===== src/rtl/wam_pkg.sv =====
// Shared keypad constants and key-code helpers for the
// whack-a-mole keypad path (scanner and decoder users).
package wam_pkg;

  localparam int KEY_W   = 4;
  localparam int KP_ROWS = 3;
  localparam int KP_COLS = 3;

  localparam logic [KEY_W-1:0] KEY_NONE = 4'b1111;

  typedef enum logic {
    ST_IDLE,
    ST_PRESSED
  } ks_state_e;

  function automatic logic [KEY_W-1:0] key_encode(
    input logic [1:0] row,
    input logic [1:0] col
  );
    return {row, col};
  endfunction

endpackage


===== src/rtl/key_scanner_if.sv =====
// Keypad pins plus debounced key-code bundle.
// master = scanner side, slave = keypad/consumer side.
interface key_scanner_if;
  import wam_pkg::*;

  logic [KP_ROWS-1:0] row_in;
  logic [KP_COLS-1:0] col_out;
  logic [KEY_W-1:0]   key;
  logic               key_valid;
  logic               key_held;

  modport master (
    input  row_in,
    output col_out,
    output key,
    output key_valid,
    output key_held
  );

  modport slave (
    output row_in,
    input  col_out,
    input  key,
    input  key_valid,
    input  key_held
  );

endinterface


===== src/rtl/sync2.sv =====
// Two-flop synchronizer; resets to all-ones so idle
// pulled-up rows never look pressed after reset.
module sync2 #(
  parameter int W = 1
) (
  input  logic         clk,
  input  logic         rst_n,
  input  logic [W-1:0] d_i,
  output logic [W-1:0] q_o
);

  logic [W-1:0] s1_q;
  logic [W-1:0] s2_q;

  always_ff @(posedge clk or negedge rst_n) begin
    if (!rst_n) begin
      s1_q <= '1;
      s2_q <= '1;
    end else begin
      s1_q <= d_i;
      s2_q <= s1_q;
    end
  end

  assign q_o = s2_q;

endmodule


===== src/rtl/key_scanner.sv =====
// 3x3 keypad column scanner with frame-level debounce,
// producing a held key code and a one-cycle press pulse.
module key_scanner
  import wam_pkg::*;
#(
  parameter int SCAN_DIV        = 4096,
  parameter int DEBOUNCE_FRAMES = 4
) (
  input  logic          clk,
  input  logic          resetn,
  key_scanner_if.master kp
);

  localparam int DW = $clog2(SCAN_DIV);
  localparam int SW = (DEBOUNCE_FRAMES > 1) ?
                      $clog2(DEBOUNCE_FRAMES) : 1;
  localparam int NK = KP_ROWS * KP_COLS;

  localparam logic [DW-1:0] DWELL_MAX = DW'(SCAN_DIV - 1);
  localparam logic [SW-1:0] STAB_MAX  = SW'(DEBOUNCE_FRAMES - 1);
  localparam logic [1:0]    COL_LAST  = 2'(KP_COLS - 1);

  logic [KP_ROWS-1:0] rows_s;

  sync2 #(.W(KP_ROWS)) u_sync (
    .clk   (clk),
    .rst_n (resetn),
    .d_i   (kp.row_in),
    .q_o   (rows_s)
  );

  logic [DW-1:0]    dwell_q, dwell_d;
  logic [1:0]       col_q, col_d;
  logic [NK-1:0]    frame_q, frame_d;
  logic [KEY_W-1:0] cand_q, cand_d;
  logic             done_q;
  logic             sample;
  logic [3:0]       nbits;

  always_comb begin
    sample  = (dwell_q == DWELL_MAX);
    dwell_d = sample ? '0 : dwell_q + DW'(1);
    col_d   = col_q;
    if (sample)
      col_d = (col_q == COL_LAST) ? 2'd0 : col_q + 2'd1;
    frame_d = frame_q;
    for (int r = 0; r < KP_ROWS; r++)
      for (int c = 0; c < KP_COLS; c++)
        if (sample && col_q == 2'(c))
          frame_d[r*KP_COLS+c] = ~rows_s[r];
    // Ghosting or multi-press collapses to "no key".
    nbits  = '0;
    cand_d = KEY_NONE;
    for (int r = 0; r < KP_ROWS; r++)
      for (int c = 0; c < KP_COLS; c++)
        if (frame_d[r*KP_COLS+c]) begin
          nbits  = nbits + 4'd1;
          cand_d = key_encode(2'(r), 2'(c));
        end
    if (nbits != 4'd1)
      cand_d = KEY_NONE;
  end

  always_ff @(posedge clk or negedge resetn) begin
    if (!resetn) begin
      dwell_q <= '0;
      col_q   <= '0;
      frame_q <= '0;
      cand_q  <= KEY_NONE;
      done_q  <= 1'b0;
    end else begin
      dwell_q <= dwell_d;
      col_q   <= col_d;
      frame_q <= frame_d;
      done_q  <= sample && (col_q == COL_LAST);
      if (sample && col_q == COL_LAST)
        cand_q <= cand_d;
    end
  end

  logic [SW-1:0]    stab_q, stab_d;
  logic [KEY_W-1:0] last_q, last_d;
  logic [KEY_W-1:0] key_q;
  logic             key_valid_q;
  logic             commit;
  ks_state_e        state_q;

  always_comb begin
    stab_d = stab_q;
    last_d = last_q;
    commit = 1'b0;
    if (done_q) begin
      if (cand_q == last_q) begin
        if (stab_q != STAB_MAX)
          stab_d = stab_q + SW'(1);
      end else begin
        stab_d = '0;
        last_d = cand_q;
      end
      commit = (stab_d == STAB_MAX) && (last_d != key_q);
    end
  end

  always_ff @(posedge clk or negedge resetn) begin
    if (!resetn) begin
      state_q     <= ST_IDLE;
      key_q       <= KEY_NONE;
      key_valid_q <= 1'b0;
      stab_q      <= '0;
      last_q      <= KEY_NONE;
    end else begin
      stab_q      <= stab_d;
      last_q      <= last_d;
      key_valid_q <= 1'b0;
      if (commit) begin
        key_q       <= last_d;
        key_valid_q <= (last_d != KEY_NONE);
        unique case (state_q)
          ST_IDLE:
            if (last_d != KEY_NONE)
              state_q <= ST_PRESSED;
          ST_PRESSED:
            if (last_d == KEY_NONE)
              state_q <= ST_IDLE;
          default:
            state_q <= ST_IDLE;
        endcase
      end
    end
  end

  assign kp.col_out   = ~(3'b001 << col_q);
  assign kp.key       = key_q;
  assign kp.key_valid = key_valid_q;
  assign kp.key_held  = (state_q == ST_PRESSED);

endmodule


===== src/flat_wrapper.sv =====
// flat-port wrapper written by rule: the top's interface ports become plain ports
module key_scanner_flat import wam_pkg::*;
#(
  parameter int SCAN_DIV        = 4096,
  parameter int DEBOUNCE_FRAMES = 4
)
  (clk, resetn, kp_row_in, kp_col_out, kp_key, kp_key_valid, kp_key_held);
  key_scanner_if kp_i ();
  input  logic clk;
  input  logic resetn;
  input wire logic [$bits(kp_i.row_in)-1:0] kp_row_in;
  output wire logic [$bits(kp_i.col_out)-1:0] kp_col_out;
  output wire logic [$bits(kp_i.key)-1:0] kp_key;
  output wire logic [$bits(kp_i.key_valid)-1:0] kp_key_valid;
  output wire logic [$bits(kp_i.key_held)-1:0] kp_key_held;
  assign kp_i.row_in = kp_row_in;
  assign kp_col_out = kp_i.col_out;
  assign kp_key = kp_i.key;
  assign kp_key_valid = kp_i.key_valid;
  assign kp_key_held = kp_i.key_held;
  key_scanner #(.SCAN_DIV(SCAN_DIV), .DEBOUNCE_FRAMES(DEBOUNCE_FRAMES)) u_core (.clk(clk), .resetn(resetn), .kp(kp_i));
endmodule

===== config.mk =====
export PLATFORM = sky130hd
export DESIGN_NAME = key_scanner_flat
export DESIGN_NICKNAME = d
export VERILOG_FILES = /design/src/rtl/wam_pkg.sv /design/src/rtl/key_scanner_if.sv /design/src/rtl/sync2.sv /design/src/rtl/key_scanner.sv /design/src/flat_wrapper.sv
export SDC_FILE = /design/constraint.sdc
export NUM_CORES = 1
export LEC_CHECK = 0
export BUFFER_PORTS_ARGS = -buffer_cell sky130_fd_sc_hd__buf_2
export CORE_ASPECT_RATIO = 1.1
export CORE_UTILIZATION = 45
export DETAILED_ROUTE_END_ITERATION = 7
export HOLD_SLACK_MARGIN = 0.05
export PLACE_DENSITY = 0.68
export SLEW_MARGIN = 20
export SYNTH_ARGS = -nofsm -noshare
export SYNTH_HDL_FRONTEND = slang
export SYNTH_SLANG_ARGS = --single-unit

===== constraint.sdc =====
create_clock -name clk -period 17.45 [get_ports clk]
set_clock_uncertainty 0.05 [all_clocks]
set_input_delay 3.49 -clock clk [delete_from_list [all_inputs] [get_ports clk]]
set_output_delay 3.49 -clock clk [all_outputs]
set_load 0.02 [all_outputs]

# Yosys cells after proc, flatten, opt, wreduce, memory -nomap -nowiden

Cells that the tools add are included.

Input bits: 5
Logic and storage cells: 85
Output and inout bits: 9
Bits in registers: 46

Bitwise logic cells: 5
Shift-type cells: 1
Muxes and demuxes: 41
Reductions and logical operators: 5
Equal/unequal tests: 10
$add $sub $neg: 11

Operator list:

| cell                                                                     | number |
|---|---|
| 4-bit 2-to-1 mux                                                         | 21 |
| 4-bit by 1-bit adder with 4-bit output (second input constant)           | 7 |
| 1-bit 2-to-1 mux                                                         | 14 |
| 12-bit by 1-bit adder with 12-bit output (second input constant)         | 1 |
| 12-bit == test (second input constant)                                   | 1 |
| 12-bit 2-to-1 mux                                                        | 1 |
| 2-bit 2-to-1 mux                                                         | 4 |
| 2-bit by 1-bit adder with 2-bit output (second input constant)           | 2 |
| 2-bit == test (second input constant)                                    | 2 |
| 4-bit == test                                                            | 1 |
| 4-bit == test (second input constant)                                    | 1 |
| 1-bit logical AND                                                        | 4 |
| 4-bit by 1-bit inequality test with 1-bit output (second input constant) | 1 |
| 4-bit inequality test                                                    | 1 |
| 4-bit inequality test (second input constant)                            | 1 |
| 1-bit inverter                                                           | 4 |
| 3-bit inverter                                                           | 1 |
| 1-bit by 2-bit left shift with 3-bit output (first input constant)       | 1 |
| 1-bit by 1-bit adder with 2-bit output (second input constant)           | 1 |
| 2-bit by 1-bit == test with 1-bit output (second input constant)         | 1 |
| 2-bit logical NOT                                                        | 1 |
| 2-bit inequality test (second input constant)                            | 1 |
| 1-bit case mux with 2 select lines                                       | 1 |

# Logic depth before layout (Yosys ltp)

Word-level depth: 22
Gate-level depth with buffers: 30

# Hierarchy

Synthesis repeated with hierarchy kept, for this count alone.

Cell total of the unflattened synthesis: 258
Area total of the unflattened synthesis: 2715.1 um^2

Modules (own cells, without submodules):

| module      | seq. area each (um^2) | cells an instance | instances | area each (um^2) |
|---|---|---|---|---|
| key_scanner | 1016.0                | 252               | 1         | 2557.5 |
| sync2       | 157.7                 | 6                 | 1         | 157.7 |

# Worst setup path before layout

No wires, ideal clock.

Path kind: register -> register
From: register u_core.dwell_q[0]
To: register u_core.cand_q[1]
Setup time: 0.090 ns
Clock period less this slack: 5.510 ns
Slack: 11.940 ns
Cell stages (with the launch flop): 29
Path buffers: 1
Data required time: 17.310 ns
Arrival: 5.371 ns
Cells stage by stage: dfrtp_1 > ha_1 > and4_1 > buf_4 > nand4b_1 > o21a_1 > ha_1 > xnor2_4 > inv_1 > ha_1 > nor2_1 > a21oi_1 > ha_1 > nand2_1 > o21ai_0 > ha_1 > nand2_1 > nand2_1 > ha_1 > nand2_1 > nand2_1 > ha_1 > o22ai_1 > a31oi_1 > ha_1 > nor3b_1 > nand4_1 > a2111oi_2 > a21oi_1

Word-level cells in the longest chain between the ends: 22
Elaborated cells on any way between the ends: 41
Those cells by class: add/sub (8); eq/ne (2); mux (28); reduce/logical (3)

Ends and longest elaborated chain:

| what                                             | line              | source |
|---|---|---|
| start, declared                                  | key_scanner.sv:32 | `logic [DW-1:0] dwell_q, dwell_d;` |
| start signal, assigned                           | key_scanner.sv:72 | `dwell_q <= dwell_d;` |
| 12-bit == test *                                 | key_scanner.sv:41 | `sample = (dwell_q == DWELL_MAX);` |
| 1-bit logical AND                                | key_scanner.sv:49 | `if (sample && col_q == 2'(c))` |
| 1-bit 2-to-1 mux                                 | key_scanner.sv:49 |  |
| 1-bit 2-to-1 mux                                 | key_scanner.sv:56 | `if (frame_d[r*KP_COLS+c]) begin` |
| 1-bit by 1-bit adder with 2-bit output           | key_scanner.sv:57 | `nbits = nbits + 4'd1;` |
| 4-bit 2-to-1 mux                                 | key_scanner.sv:56 |  |
| 4-bit by 1-bit adder with 4-bit output           | key_scanner.sv:57 |  |
| 4-bit 2-to-1 mux                                 | key_scanner.sv:56 |  |
| (+6 left out)                                    | n/a               |  |
| 4-bit by 1-bit adder with 4-bit output           | key_scanner.sv:57 |  |
| 4-bit 2-to-1 mux                                 | key_scanner.sv:56 |  |
| 4-bit by 1-bit adder with 4-bit output           | key_scanner.sv:57 |  |
| 4-bit 2-to-1 mux                                 | key_scanner.sv:56 |  |
| 4-bit by 1-bit adder with 4-bit output           | key_scanner.sv:57 |  |
| 4-bit 2-to-1 mux                                 | key_scanner.sv:56 |  |
| 4-bit by 1-bit inequality test with 1-bit output | key_scanner.sv:60 | `if (nbits != 4'd1)` |
| 4-bit 2-to-1 mux                                 | key_scanner.sv:60 |  |
| end signal, assigned                             | key_scanner.sv:77 | `cand_q <= cand_d;` |
| end, declared                                    | key_scanner.sv:35 | `logic [KEY_W-1:0] cand_q, cand_d;` |

Every way passes the cells marked *; elsewhere a longest branch is shown, timed or not.
A chain may end at the register's enable or synchronous reset.

# Worst setup path in the final report

Same ends and word-level chain as after synthesis.

==> results.cfg <==
[routing]
wl_per_cell_um = 13.41
antenna_left = 0
dr.pass1.iters = 4
drc_errors = 0
via_per_inst = 5.293
routed_wl_mm = 4.855
drt_iter0_drc = 68
num_vias = 1916

[synthesis]
synth_edf_count = 0
synth_warnings = 0
netlist_instances = 268
syn-num-nets = 284
seq_area_frac_synth_pct = 44.04
synth-adder-area-share_pct = 5.164
netlist_area_um2 = 2665
yosys.area_share.simple_pct = 18.08
ys_ff_latch = 46
synth_top_family_by_area = simple AND/OR/NAND/NOR gates
synth-compound-area-share_pct = 11.60
postSynth.asyncResetShare_pct = 100.0
synth_area_leaders = dfrtp_1 26%, dfstp_2 18%, ha_1 5.2%
syn-mean-instance-area_um2 = 9.944
muxShareOfSynthArea_pct = 5.305
synth_top_area_share_pct = 26.29
ys.flop_type = dfrtp_1
synth_cell_type_count = 53
synth_xor_area_share_pct = 11.27
synth_top_cell_by_area = dfrtp_1

[pwr]
seqPwrFrac_pct = 57.3
pwr-share-clk_pct = 41.1
switching_share_pct = 20.11
power.density_nw_per_um2 = 64.60
p_switching_mw = 0.03811
power.internal_mw = 0.1514
p_total_mw = 0.1895
p_leak_nw = 1.411
ir_drop_uv = 58.62
p_comb_share_pct = 1.6

[final_layout]
layout-drive-gt1-share_pct = 20.35
layout_commonest_cell = dfrtp_1
fin_util_pct = 51.16
nFillCells = 555
syn2layout_area_growth_pct = 10.05
antennaDiodeCount = 0
nets = 300
final_cells = 362
mostFrequentLayoutCells = 28 x dfrtp_1, 26 x nand2_1, 23 x nor2_1

[place]
place_hpwl_mm = 3.697
dpl.cell_count = 353
gp_congestion = 0.7968
io_buffers = 13
dpl_worst_slack_ns = 11.33

[critical_path]
cp.arrival_ns = 6.35
rr_worst_depth = 27
r2r_start = u_core.dwell_q[0]
crit_path_end_kind = flip-flop
regToRegEndpoint = u_core.cand_q[1]
worstSetupPathType = flip-flop to flip-flop
startpoint = u_core.dwell_q[0]
cp_max_fo = 7
r2r_slack_ns = 11.27
critical_path_required_ns = 17.62
start_kind = flip-flop

[grt]
grt_antenna_before_repair = 0
first_global_vias = 1808
grt_pass1_wl_mm = 8.073
grt-ovfl-total = 0
grt_max_degree = 47
grtUsageTotal_pct = 17.44

[flow_run]
max-cap-violations = 0

[clocking]
cts_sinks = 46
cts_setup_buffers = 0
cts_hold_buf = 0
clk_path_buf_depth = 2
cts.repair.resized = 0
root_buffer = clkbuf_8
htree_levels = 2
cts_buffers = 5
cts_tree = done
path_clk_slew_ns = 0.09
insertion_delay_ns = 0.30

[min_path]
hp-start = u_core.u_sync.s1_q[1]
hold_class = flip-flop to flip-flop
hold_depth = 0
min_to = u_core.u_sync.q_o[1]

[sta]
finalSetupTns_ns = 0
setup_viol = 0
worst_pin_slew_ns = 0.8260
final.setup.worst_slack_ns = 11.27
max_freq_ghz = 0.1619
finalHoldViolCount = 0
slew_headroom_pct = 44.43
slew_viol_final = 0
fin_crit_sh_pct = 35.39
rsz0062_at_grt = no
fin_crit_ns = 6.175

[floorplan]
die-area_um2 = 6235
coreArea_um2 = 5733
dieWidth_um = 75.38
rows = 29
initial_core_util_pct = 46.49
pin_count = 14
fp.dieH_um = 82.72

[outcome]
status = completed
[Yosys cell counts (all sizes together) (10+ instances only)]
library cell	instances
dfrtp	28
nand2	26
nor2	23
inv	22
dfstp	18
a21oi	15
xnor2	14
xor2	13
nand3	12
ha	11
o21ai	11
nand4	10
[per-layer routing]
layer	share of wire, %	GRT usage (%)
met1	47	21.02
met2	49	30.09
met3	2.4	3.519
met4	1.6	7.407
met5	0	0
[kinds of logic after synthesis]
kind of cell	count (synthesis)
AND/OR/NAND/NOR	94
AO/OA/AOI/OAI	46
flip-flops	46
XOR/XNOR	29
buffers and inverters	29
multiplexers	13
adder cells (fa/ha/maj)	11
[how the worst max path moves through the flow]
stage / endpoint / slack (ns)
floorplan: u_core.cand_q[1] / 11.94
global placement: u_core.cand_q[3] / 11.58
detailed placement: u_core.cand_q[1] / 11.33
CTS: u_core.cand_q[1] / 11.30
global route: u_core.cand_q[1] / 10.77
finish: u_core.cand_q[1] / 11.27
[sequential cells by signal, summed over array words and instances, names as in the netlist]
register	cells
u_core.dwell_q	12
u_core.frame_q	9
u_core.last_q	4
u_core.u_sync.s1_q	3
u_core.col_q	2
u_core.u_sync.q_o	3
u_core.kp.key_held	1
u_core.kp.key_valid	1
u_core.cand_q	4
u_core.kp.key	4
u_core.done_q	1
u_core.stab_q	2
[metrics by stage]
step | hold slack, ns | area [µm²]
final | 0.3079 | 2933
after global routing | 0.3152 | 2933
after CTS | 0.3119 | 2913
after detailed placement | 0.3005 | 2799
after global placement | 0.2959 | 2799
after floorplan | 0.2952 | 2665
[power groups by stage]
stage / clock network, mW / logic [mW] / registers (mW)
after global placement: 0 / 0.00269 / 0.110
final: 0.0778 / 0.00307 / 0.109
after global routing: 0.0848 / 0.00360 / 0.109
after detailed placement: 0 / 0.00273 / 0.110
after floorplan: 0 / 0.000190 / 0.110
after CTS: 0.0813 / 0.00272 / 0.109
[final cells by class]
cell class              instances  area (µm²)  share of cell area [%]
inverters                      23       86.33                   2.944
clock buffers                   5       68.82                   2.346
well taps                      77       96.34                   3.285
repair buffers                 15       92.59                   3.157
flip-flops and latches         46        1174                   40.02
multi-input cells             193        1370                   46.71
clock inverters                 3       45.04                   1.536
[critical path, cell delays in order, from the launching register on]
cell and delay [ns]:
dfrtp_1 0.42, ha_1 0.27, and4_1 0.35, nand4b_1 0.31, o21a_1 0.33, ha_1 0.39, xnor2_4 0.26, inv_1 0.07
ha_1 0.28, nor2_1 0.05, a21oi_1 0.22, ha_1 0.29, nand2_1 0.08, o21ai_0 0.09, ha_1 0.29, nand2_1 0.10
nand2_1 0.08, ha_1 0.32, nand2_1 0.07, nand2_1 0.06, ha_1 0.27, o22ai_1 0.09, a31oi_1 0.24, ha_1 0.27
nor3b_1 0.18, nand4_1 0.17, a2111oi_2 0.39, a21oi_1 0.12
Power figures use the tool's default switching activity.
